$ cat config.mk
export PLATFORM = sky130hd
export DESIGN_NAME = usart_tx_arbiter
export DESIGN_NICKNAME = d
export VERILOG_FILES = /design/src/rtl/usart_tx_arbiter.sv
export SDC_FILE = /design/constraint.sdc
export NUM_CORES = 1
export LEC_CHECK = 0
export CORE_MARGIN = 1.5
export CORE_UTILIZATION = 30
export DETAILED_ROUTE_END_ITERATION = 12
export PLACE_DENSITY = 0.66
export SLEW_MARGIN = 30
export SYNTH_ARGS = -nofsm -noshare
export SYNTH_HDL_FRONTEND = slang
export SYNTH_SLANG_ARGS = --single-unit
export TNS_END_PERCENT = 10
$ cat constraint.sdc
create_clock -name comm_clock -period 3.45 [get_ports comm_clock]
set_input_delay 0.69 -clock comm_clock [delete_from_list [all_inputs] [get_ports comm_clock]]
set_output_delay 0.69 -clock comm_clock [all_outputs]
set_load 0.1 [all_outputs]
$ cat src/rtl/usart_tx_arbiter.sv
// Round-robin byte arbiter sharing one usart_tx between NUM_PORTS requesters.
// A requester may lock the grant across bytes; an idle lock can time out.
module usart_tx_arbiter #(
  parameter int NUM_PORTS    = 4,
  parameter int LOCK_TIMEOUT = 1024
) (
  input  logic                   comm_clock,
  input  logic                   reset,
  input  logic [8*NUM_PORTS-1:0] req_data,
  input  logic [NUM_PORTS-1:0]   req_valid,
  input  logic [NUM_PORTS-1:0]   req_lock,
  output logic [NUM_PORTS-1:0]   req_ready,
  output logic [NUM_PORTS-1:0]   grant,
  output logic [7:0]             tx_data,
  output logic                   tx_valid,
  input  logic                   tx_ready,
  output logic                   busy
);

  localparam int PW = $clog2(NUM_PORTS);
  localparam int CW = (LOCK_TIMEOUT > 0) ? $clog2(LOCK_TIMEOUT + 1) : 1;
  localparam logic [PW-1:0] LAST_PORT = PW'(NUM_PORTS - 1);
  localparam logic [CW-1:0] CNT_LAST =
    CW'((LOCK_TIMEOUT > 0) ? LOCK_TIMEOUT - 1 : 0);
  localparam logic [CW-1:0] CNT_MAX = '1;

  typedef enum logic [1:0] {IDLE, SEND, GAP, HOLD} state_t;

  state_t               state, state_n;
  logic [PW-1:0]        owner, owner_n;
  logic [PW-1:0]        ptr, ptr_n;
  logic [PW-1:0]        sel, cand, next_ptr;
  logic                 found;
  logic [NUM_PORTS-1:0] grant_n, ready_n;
  logic [7:0]           data_n;
  logic                 valid_n;
  logic [CW-1:0]        cnt, cnt_n;

  // Scan from ptr upward with wrap; cand stays below NUM_PORTS.
  always_comb begin
    sel   = '0;
    cand  = '0;
    found = 1'b0;
    for (int i = 0; i < NUM_PORTS; i++) begin
      if (ptr >= PW'(NUM_PORTS - i))
        cand = ptr - PW'(NUM_PORTS - i);
      else
        cand = ptr + PW'(i);
      if (!found && req_valid[cand]) begin
        found = 1'b1;
        sel   = cand;
      end
    end
  end

  assign next_ptr = (owner == LAST_PORT) ? '0 : owner + 1'b1;

  always_comb begin
    state_n = state;
    owner_n = owner;
    ptr_n   = ptr;
    grant_n = grant;
    ready_n = '0;
    data_n  = tx_data;
    valid_n = tx_valid;
    cnt_n   = cnt;
    unique case (state)
      IDLE: begin
        if (found) begin
          owner_n      = sel;
          grant_n      = '0;
          grant_n[sel] = 1'b1;
          data_n       = req_data[{sel, 3'b000} +: 8];
          valid_n      = 1'b1;
          state_n      = SEND;
        end
      end
      SEND: begin
        if (tx_ready) begin
          valid_n        = 1'b0;
          ready_n[owner] = 1'b1;
          state_n        = GAP;
        end
      end
      GAP: begin
        if (req_lock[owner]) begin
          cnt_n   = '0;
          state_n = HOLD;
        end else begin
          grant_n = '0;
          ptr_n   = next_ptr;
          state_n = IDLE;
        end
      end
      HOLD: begin
        if (req_valid[owner]) begin
          data_n  = req_data[{owner, 3'b000} +: 8];
          valid_n = 1'b1;
          state_n = SEND;
        end else if (!req_lock[owner] ||
                     (LOCK_TIMEOUT != 0 && cnt == CNT_LAST)) begin
          grant_n = '0;
          ptr_n   = next_ptr;
          state_n = IDLE;
        end else if (cnt != CNT_MAX) begin
          cnt_n = cnt + 1'b1;
        end
      end
      default: state_n = IDLE;
    endcase
  end

  always_ff @(posedge comm_clock) begin
    if (reset) begin
      state     <= IDLE;
      owner     <= '0;
      ptr       <= '0;
      grant     <= '0;
      req_ready <= '0;
      tx_data   <= 8'h00;
      tx_valid  <= 1'b0;
      cnt       <= '0;
    end else begin
      state     <= state_n;
      owner     <= owner_n;
      ptr       <= ptr_n;
      grant     <= grant_n;
      req_ready <= ready_n;
      tx_data   <= data_n;
      tx_valid  <= valid_n;
      cnt       <= cnt_n;
    end
  end

  assign busy = (state != IDLE);

endmodule

# Word level (Yosys, flattened, before mapping)
# Index checks and enable logic that the tools add are counted.
[totals] register_bits=34 latch_bits=0 mem_bits_rw=0 romBits=0 out_inout_bits=18 wordCells=126 n_memories=0
[op_classes] addsub=8 multipliers=0 n_div=0 n_lt_le_gt_ge=11 n_eq_ne=16 shift=2 muxes=55 bitwise=2 n_reduce_logical=24
[op_table] op="$shiftx A32 B6 Y8" count=2
[op_table] op="$mux W11" count=4
[op_table] op="$mux W2" count=16
[op_table] op="$pmux W11 S2" count=1
[op_table] op="$lt A2 B3 Y1 const B" count=6
[op_table] op="$ne A2 B2 Y1 const B" count=9
[op_table] op="$mux W4" count=4
[op_table] op="$mux W8" count=2
[op_table] op="$pmux W8 S2" count=1
[op_table] op="$mux W1" count=15
[op_table] op="$bmux W1 S2" count=6
[op_table] op="$pmux W4 S3" count=1
[op_table] op="$add A11 B1 Y11 const B" count=1
[op_table] op="$eq A11 B10 Y1 const B" count=1
[op_table] op="$ne A11 B11 Y1 const B" count=1
[op_table] op="$reduce_and A5 Y1" count=2
[op_table] op="$pmux W2 S4" count=1
[op_table] op="$reduce_and A4 Y1" count=2
[op_table] op="$eq A2 B2 Y1 const B" count=3
[op_table] op="$ge A2 B1 Y1 const B" count=3
[op_table] op="$reduce_and A3 Y1" count=2
[op_table] op="$reduce_bool A2 Y1" count=3
[op_table] op="$reduce_bool A3 Y1" count=2
[op_table] op="$logic_and A1 B1 Y1" count=5
[op_table] op="other kinds (16)" count=25

# Depth between registers and ports, before layout
# Gate-level depths: netlist of the first run.
[logic_depth] depth_word=18 mapped_depth=12 mapped_depth_nobuf=8

# Worst setup path before layout of the first run
# Ideal clock, no wire load.
[synth_path] path_type="reg-to-reg" from="reg ptr[0]" to="reg tx_data[0]" setup_time_ns=0.133 arrival_time_ns=2.414 path_slack_ns=0.903 path_stages_with_launch=13 n_path_buf=4 period_less_slack_ns=2.547 path_cell_list="dfxtp_1 buf_2 inv_1 ha_1 buf_2 nand2b_1 a221oi_1 o31a_1 mux2_2 buf_4 buf_4 mux2i_1 o221ai_1"
[synth_between] elab_chain_cells=15 word_cells_on_any_way=39 classes_between="add/sub (6); order compare (3); eq/ne (1); shift (1); mux (21); reduce/logical (7)"
[synth_rtl] item="start, declared" line="31" text="logic [PW-1:0] ptr, ptr_n;"
[synth_rtl] item="start signal, assigned" line="126" text="ptr <= ptr_n;"
[synth_rtl] item="$add A2 B1 Y2, or another cell as far along" line="48" text="cand = ptr + PW'(i);"
[synth_rtl] item="$mux W2 / $mux W1 (equally long branches)" line="45, 49"
[synth_rtl] item="$bmux W1 S2 / $mux W1 (equally long branches)" line="49" text="if (!found && req_valid[cand]) begin"
[synth_rtl] item="$mux W1 (not written as such) / $logic_not A1 Y1 (equally long branches)" line="49"
[synth_rtl] item="$logic_and A1 B1 Y1" line="49"
[synth_rtl] item="$mux W1" line="49"
[synth_rtl] item="$logic_not A1 Y1" line="49"
[synth_rtl] item="$logic_and A1 B1 Y1" line="49"
[synth_rtl] item="$mux W1" line="49"
[synth_rtl] item="$logic_not A1 Y1" line="49"
[synth_rtl] item="$logic_and A1 B1 Y1" line="49"
[synth_rtl] item="$mux W2" line="49"
[synth_rtl] item="$shiftx A32 B6 Y8" line="73" text="data_n = req_data[{sel, 3'b000} +: 8];"
[synth_rtl] item="$mux W8" line="69" text="if (found) begin"
[synth_rtl] item="$pmux W8 S2" line="67" text="unique case (state)"
[synth_rtl] item="end signal, assigned" line="129" text="tx_data <= data_n;"
[synth_rtl] item="end, declared" line="14" text="output logic [7:0] tx_data,"
# Several ways; a longest one is shown, not always the timed one. The select of a mux whose other input is x is not followed.
# A chain may end at the register's enable or synchronous reset.

# Worst setup path in the final report of the first run
[layout_path] from="reg ptr[0]" to="reg tx_data[7]"
# The elaborated chain is that of the path after synthesis.

==> results of run 1 <==
==> stage by stage <==
step | hold WS, ns | instances
2_1_floorplan | 0.423 | 228
3_3_place_gp | 0.442 | 354
3_5_place_dp | 0.442 | 354
4_1_cts | 0.455 | 362
5_1_grt | 0.465 | 362
6_report | 0.455 | 362
==> worst paths after layout <==
kind           start    endpoint  slack, ns  cells past startpoint
min          cnt[10]     cnt[10]       0.46                      2
max reg2reg   ptr[0]  tx_data[7]       0.36                      8
min reg2reg  cnt[10]     cnt[10]       0.46                      2
max           ptr[0]  tx_data[7]       0.36                      8
==> area by class of cell <==
cell class / instances / area (sq um)
fillers: 647 / 3680
clock buffers: 7 / 86.3
flip-flops and latches: 34 / 681
inverters: 13 / 48.8
clock inverters: 1 / 5.00
well taps: 77 / 96.3
repair buffers: 61 / 603
multi-input cells: 169 / 1180
==> metal layers <==
metal  up-vias  part of all wire, %
met5         -                    0
met4         0                  1.6
met3         5                  5.7
met2        49                   48
met1       831                   44
li1        929                    -
==> layout by cell type, fill, tap and decap left out, types with 3 or more instances in the layout <==
| master | count |
|---|---|
| nand3_1 | 7 |
| o21ai_0 | 9 |
| and2_1 | 5 |
| a21oi_1 | 9 |
| inv_1 | 13 |
| nor2_1 | 27 |
| dfxtp_1 | 34 |
| clkdlybuf4s50_1 | 58 |
| or3_1 | 3 |
| buf_4 | 3 |
| mux2i_1 | 19 |
| nand2b_1 | 3 |
| nor3_1 | 4 |
| ha_1 | 7 |
| xnor2_1 | 5 |
| clkbuf_8 | 6 |
| o221ai_1 | 8 |
| nand2_1 | 19 |
==> registers in the layout, indices dropped and copies added, names as in the netlist <==
register and count:
tx_valid 1, state 2, req_ready 4, ptr 2, cnt 11, grant 4
owner 2, tx_data 8
==> worst max-delay path, stage by stage (launching register included) <==
cell and delay (ns):
dfxtp_1 0.58, inv_1 0.15, ha_1 0.43, nand2b_1 0.20
a221oi_1 0.35, o31a_1 0.28, mux2_2 0.53, mux2i_1 0.29
o221ai_1 0.14
==> cells by family after synthesis <==
kind of cell             Yosys count  synth area share (%)
AO/OA/AOI/OAI                     49                  17.7
XOR/XNOR                           5                  2.20
adder cells (fa/ha/maj)            7                  4.40
buffers and inverters             25                  6.53
flip-flops                        34                  34.2
multiplexers                      23                  13.7
AND/OR/NAND/NOR                   85                  21.3
==> power by group through the flow <==
| stage | sequential, W | combinational, W | clock, W |
|---|---|---|---|
| finish | 0.000449 | 0.000430 | 0.000300 |
| CTS | 0.000449 | 0.000433 | 0.000310 |
| global placement | 0.000458 | 0.000428 | 0 |
| global route | 0.000454 | 0.000454 | 0.000327 |
| detailed placement | 0.000459 | 0.000432 | 0 |
| floorplan | 0.000609 | 0.000155 | 0 |
==> flow_summary.toml, run 1 <==
[cts]
clkTransAtPathRegs_ns = 0.07
cts.htree.levels = 2
clockBufferDepth = 2
tritoncts = "built"
cts-resized-gates = 0
cts_sinks = 34
insertion_delay_ns = 0.29
cts_hold_buffers = 0
post_cts_buffers = 0
cts_buffers = 5
root_buffer = "clkbuf_8"

[sta]
period_share_pct = 89.7
fin_ws_ns = 0.356
tns_ns = 0
fin_worst_skew_ns = 0.0102
hold_viol = 0
maxSlewHeadroom_pct = 34.0
worst_slew_pin_slew_ns = 0.987
rsz0062_at_grt = "false"
report.final.slew_viol_count = 0
finalCriticalPeriod_ns = 3.09
setup_viol_count_final = 0
timing.fmax_ghz = 0.323

[logic_synthesis]
synth-edff-count = 0
synth_area_leader_cell = "dfxtp_1"
syn_nets = 278
ys_seq_area_share_pct = 34.2
ys.flop_type = "dfxtp_1"
syn_area_per_cell_sq_um = 8.74
synthDistinctLibCells = 50
synth_area_leaders = "dfxtp_1, mux2i_1, nor2_1, ha_1, nand2_1"
async_flop_share_pct = 0
yosys-top-cells-count = "dfxtp_1, nor2_1, mux2i_1, nand2_1, inv_1"
synth_top_area_share_pct = 34.2
synth_warnings = 0
synth_most_common_cell = "dfxtp_1"
synth-seq-cells = 34
syn_inst = 228
synth_area_sq_um = 1990

[critical_path]
endpoint_kind = "flop"
worstPathArrival_ns = 3.25
critical_path_class = "flop to flop"
cp_max_fo = 16
required_ns = 3.60
critPathLaunchType = "flop"

[layout]
drive_gt1_share_pct = 7.37
syn2layout_area_growth_pct = 35.6
num_antenna_cells = 0
final_util_pct = 42.3
fin_area_sq_um = 2700
nNetsFinal = 334

[grt]
track_usage_pct = 13.5
grt_pass1_wl_microns = 7770
met2_usage_pct = 22.2
use_met1_pct = 17.2
first_global_vias = 1677
grt-busiest-layer = "met2"
grt.met3_usage_pct = 3.64
antenna_found_initial = 0
grt-ovfl-total = 0
grt_max_degree = 17

[power_and_ir_drop]
power_frac_clock_pct = 25.5
p_int_w = 0.000730
switching_share_pct = 38.1
leakagePower_nw = 1.07
p_sw_w = 0.000449
vdd_ir_drop_max_mv = 0.268
finalPower_w = 0.00118
powerDensity_nw_per_um2 = 437
power_frac_seq_pct = 38.1
p_comb_share_pct = 36.5

[floorplanning]
die_x_microns = 84.5
fp.coreArea_sq_um = 6390
die_y_microns = 84.5
io-pin-count = 61
die-area_sq_um = 7140
rows = 29
initial_core_util_pct = 31.2

[job]
maxCapViolCount = 0

[placed_design]
dp_hpwl_microns = 3620
portBuffers = 60
pre_cts_ws_ns = 0.306
place.gp.congestion = 0.801
post_dp_cell_area_sq_um = 2610

[routing]
dr.pass1.iters = 4
drt-initial-drc-count = 113
drc = 0
via_count = 1814
wl_per_cell_microns = 13.1
vias_per_cell = 5.01
wirelength_microns = 4730
ant_nets = 0

[worst_hold_path]
hp-class = "flop to flop"

[outcome]
outcome = "completed"
Note: power is estimated with default switching activity, not from simulation.
==> run 2: changes to the inputs <==
SLEW_MARGIN = 10   (was 30)
==> results of run 2 <==
No change in the layout: final DEF, timing and power equal those of run 1.
==> run 3: changes to the inputs <==
PLACE_DENSITY = 0.56   (was 0.66)
==> run 3 against run 2 <==
Non-clock buffer count is the same. Sequential power is essentially flat. Power is essentially flat. Critical path depth is the same. Clock power is essentially flat. Final cell count is the same. Global-route usage grew 0.13 points. Setup slack gained 0.15 ns. Via count shrank 1.3%. Utilization is the same. Clock-buffer cell count is the same. Clock skew shrank 0.0031 ns. Largest power group unchanged.
==> flow_summary.toml, run 3 (synthesized netlist as in run 1, its figures left out) <==
[worst_hold_path]
hp-class = "flop to flop"
worstHoldStart = "cnt[10]"

[routing]
wirelength_microns = 4930
drt-initial-drc-count = 60
vias_per_cell = 4.94
drc = 0
via_count = 1790
wl_per_cell_microns = 13.6
ant_nets = 0
dr.pass1.iters = 4

[critical_path]
r2r_cells = 8
endpoint_kind = "flop"
worstPathArrival_ns = 3.10
required_ns = 3.60
critical_path_class = "flop to flop"
r2r_start = "ptr[0]"
r2r-end = "tx_data[1]"
cp_max_fo = 16
critPathLaunchType = "flop"
reg2reg_slack_ns = 0.51
crit_start = "ptr[0]"
crit_end = "tx_data[1]"

[power_and_ir_drop]
powerDensity_nw_per_um2 = 437
vdd_ir_drop_max_mv = 0.193
leakagePower_nw = 1.07

[placed_design]
dp_hpwl_microns = 3770
place.gp.congestion = 0.763
portBuffers = 60

[floorplanning]
die_x_microns = 84.5
initial_core_util_pct = 31.2
io-pin-count = 61
rows = 29
die_y_microns = 84.5
die-area_sq_um = 7140
fp.coreArea_sq_um = 6390

[sta]
fin_worst_skew_ns = 0.00707
maxSlewHeadroom_pct = 32.2
report.final.slew_viol_count = 0
timing.fmax_ghz = 0.340
setup_viol_count_final = 0
hold_viol = 0
worst_slew_pin_slew_ns = 1.01
period_share_pct = 85.3
finalCriticalPeriod_ns = 2.94
rsz0062_at_grt = "false"
tns_ns = 0

[grt]
grt-ovfl-total = 0
grt_max_degree = 17
grt_pass1_wl_microns = 7890
track_usage_pct = 13.7
antenna_found_initial = 0
first_global_vias = 1651

[layout]
syn2layout_area_growth_pct = 35.6
final_cell_mix = "clkdlybuf4s50_1, dfxtp_1, nor2_1"
regMostFlops = "cnt"
layout_commonest_cell = "clkdlybuf4s50_1"
largest_reg_flops = 11
final_util_pct = 42.3
num_antenna_cells = 0
top_regs = "cnt x11, tx_data x8"
nNetsFinal = 334
drive_gt1_share_pct = 7.37

[cts]
cts.htree.levels = 2
insertion_delay_ns = 0.28
clockBufferDepth = 2
root_buffer = "clkbuf_8"
cts_hold_buffers = 0
cts_buffers = 5
post_cts_buffers = 0
cts-resized-gates = 0
cts_sinks = 34
tritoncts = "built"
clkTransAtPathRegs_ns = 0.07

[outcome]
outcome = "completed"

[job]
maxCapViolCount = 0
[run 3: cell counts in the layout (fill, tap and decap cells not counted)]
No cell type changed its count.
[run 3: layout make-up]
class | instances | area, sq um
clock buffers | 7 | 86.3
well taps | 77 | 96.3
repair buffers | 61 | 603
flip-flops and latches | 34 | 681
multi-input cells | 169 | 1180
inverters | 13 | 48.8
clock inverters | 1 | 5.00
fillers | 653 | 3680
[run 3: routing by layer]
| layer | vias to the layer above | part of all wire [%] | track usage [%] |
|---|---|---|---|
| met5 | - | 0 | 0 |
| met4 | 0 | 2.5 | 6.01 |
| met3 | 8 | 3.1 | 2.56 |
| met2 | 31 | 48 | 21.6 |
| met1 | 824 | 47 | 18.2 |
| li1 | 927 | - | - |
[run 3: power by group]
group          internal [W]  switching [W]  total (W)
Clock              0.000161       0.000140   0.000301
Combinational      0.000147       0.000283   0.000431
Sequential         0.000422      0.0000264   0.000448
[run 3: how the worst min path moves through the flow]
stage | depth (start not counted) | endpoint | slack [ns]
final | 2 | cnt[10] | 0.45
after global placement | 2 | cnt[10] | 0.43
after CTS | 2 | cnt[10] | 0.45
after floorplan | 2 | cnt[10] | 0.42
after global routing | 1 | grant[1] | 0.48
after detailed placement | 2 | cnt[10] | 0.44
[run 3: per-stage QoR]
stage | hold WS (ns) | area (sq um) | std cells | power [W] | setup slack (ns)
floorplan | 0.423 | 1990 | 228 | 0.000764 | 0.903
CTS | 0.452 | 2700 | 362 | 0.00119 | 0.497
global placement | 0.434 | 2610 | 354 | 0.000890 | 0.376
finish | 0.452 | 2700 | 362 | 0.00118 | 0.508
global route | 0.484 | 2700 | 362 | 0.00124 | 0.263
detailed placement | 0.441 | 2610 | 354 | 0.000890 | 0.328
[run 3: worst max-delay path, stage by stage, from the launching register on]
cell,delay [ns]
dfxtp_1,0.56
inv_1,0.14
ha_1,0.43
nand2b_1,0.20
a221oi_1,0.32
o31a_1,0.24
mux2_2,0.51
mux2i_1,0.28
o221ai_1,0.12
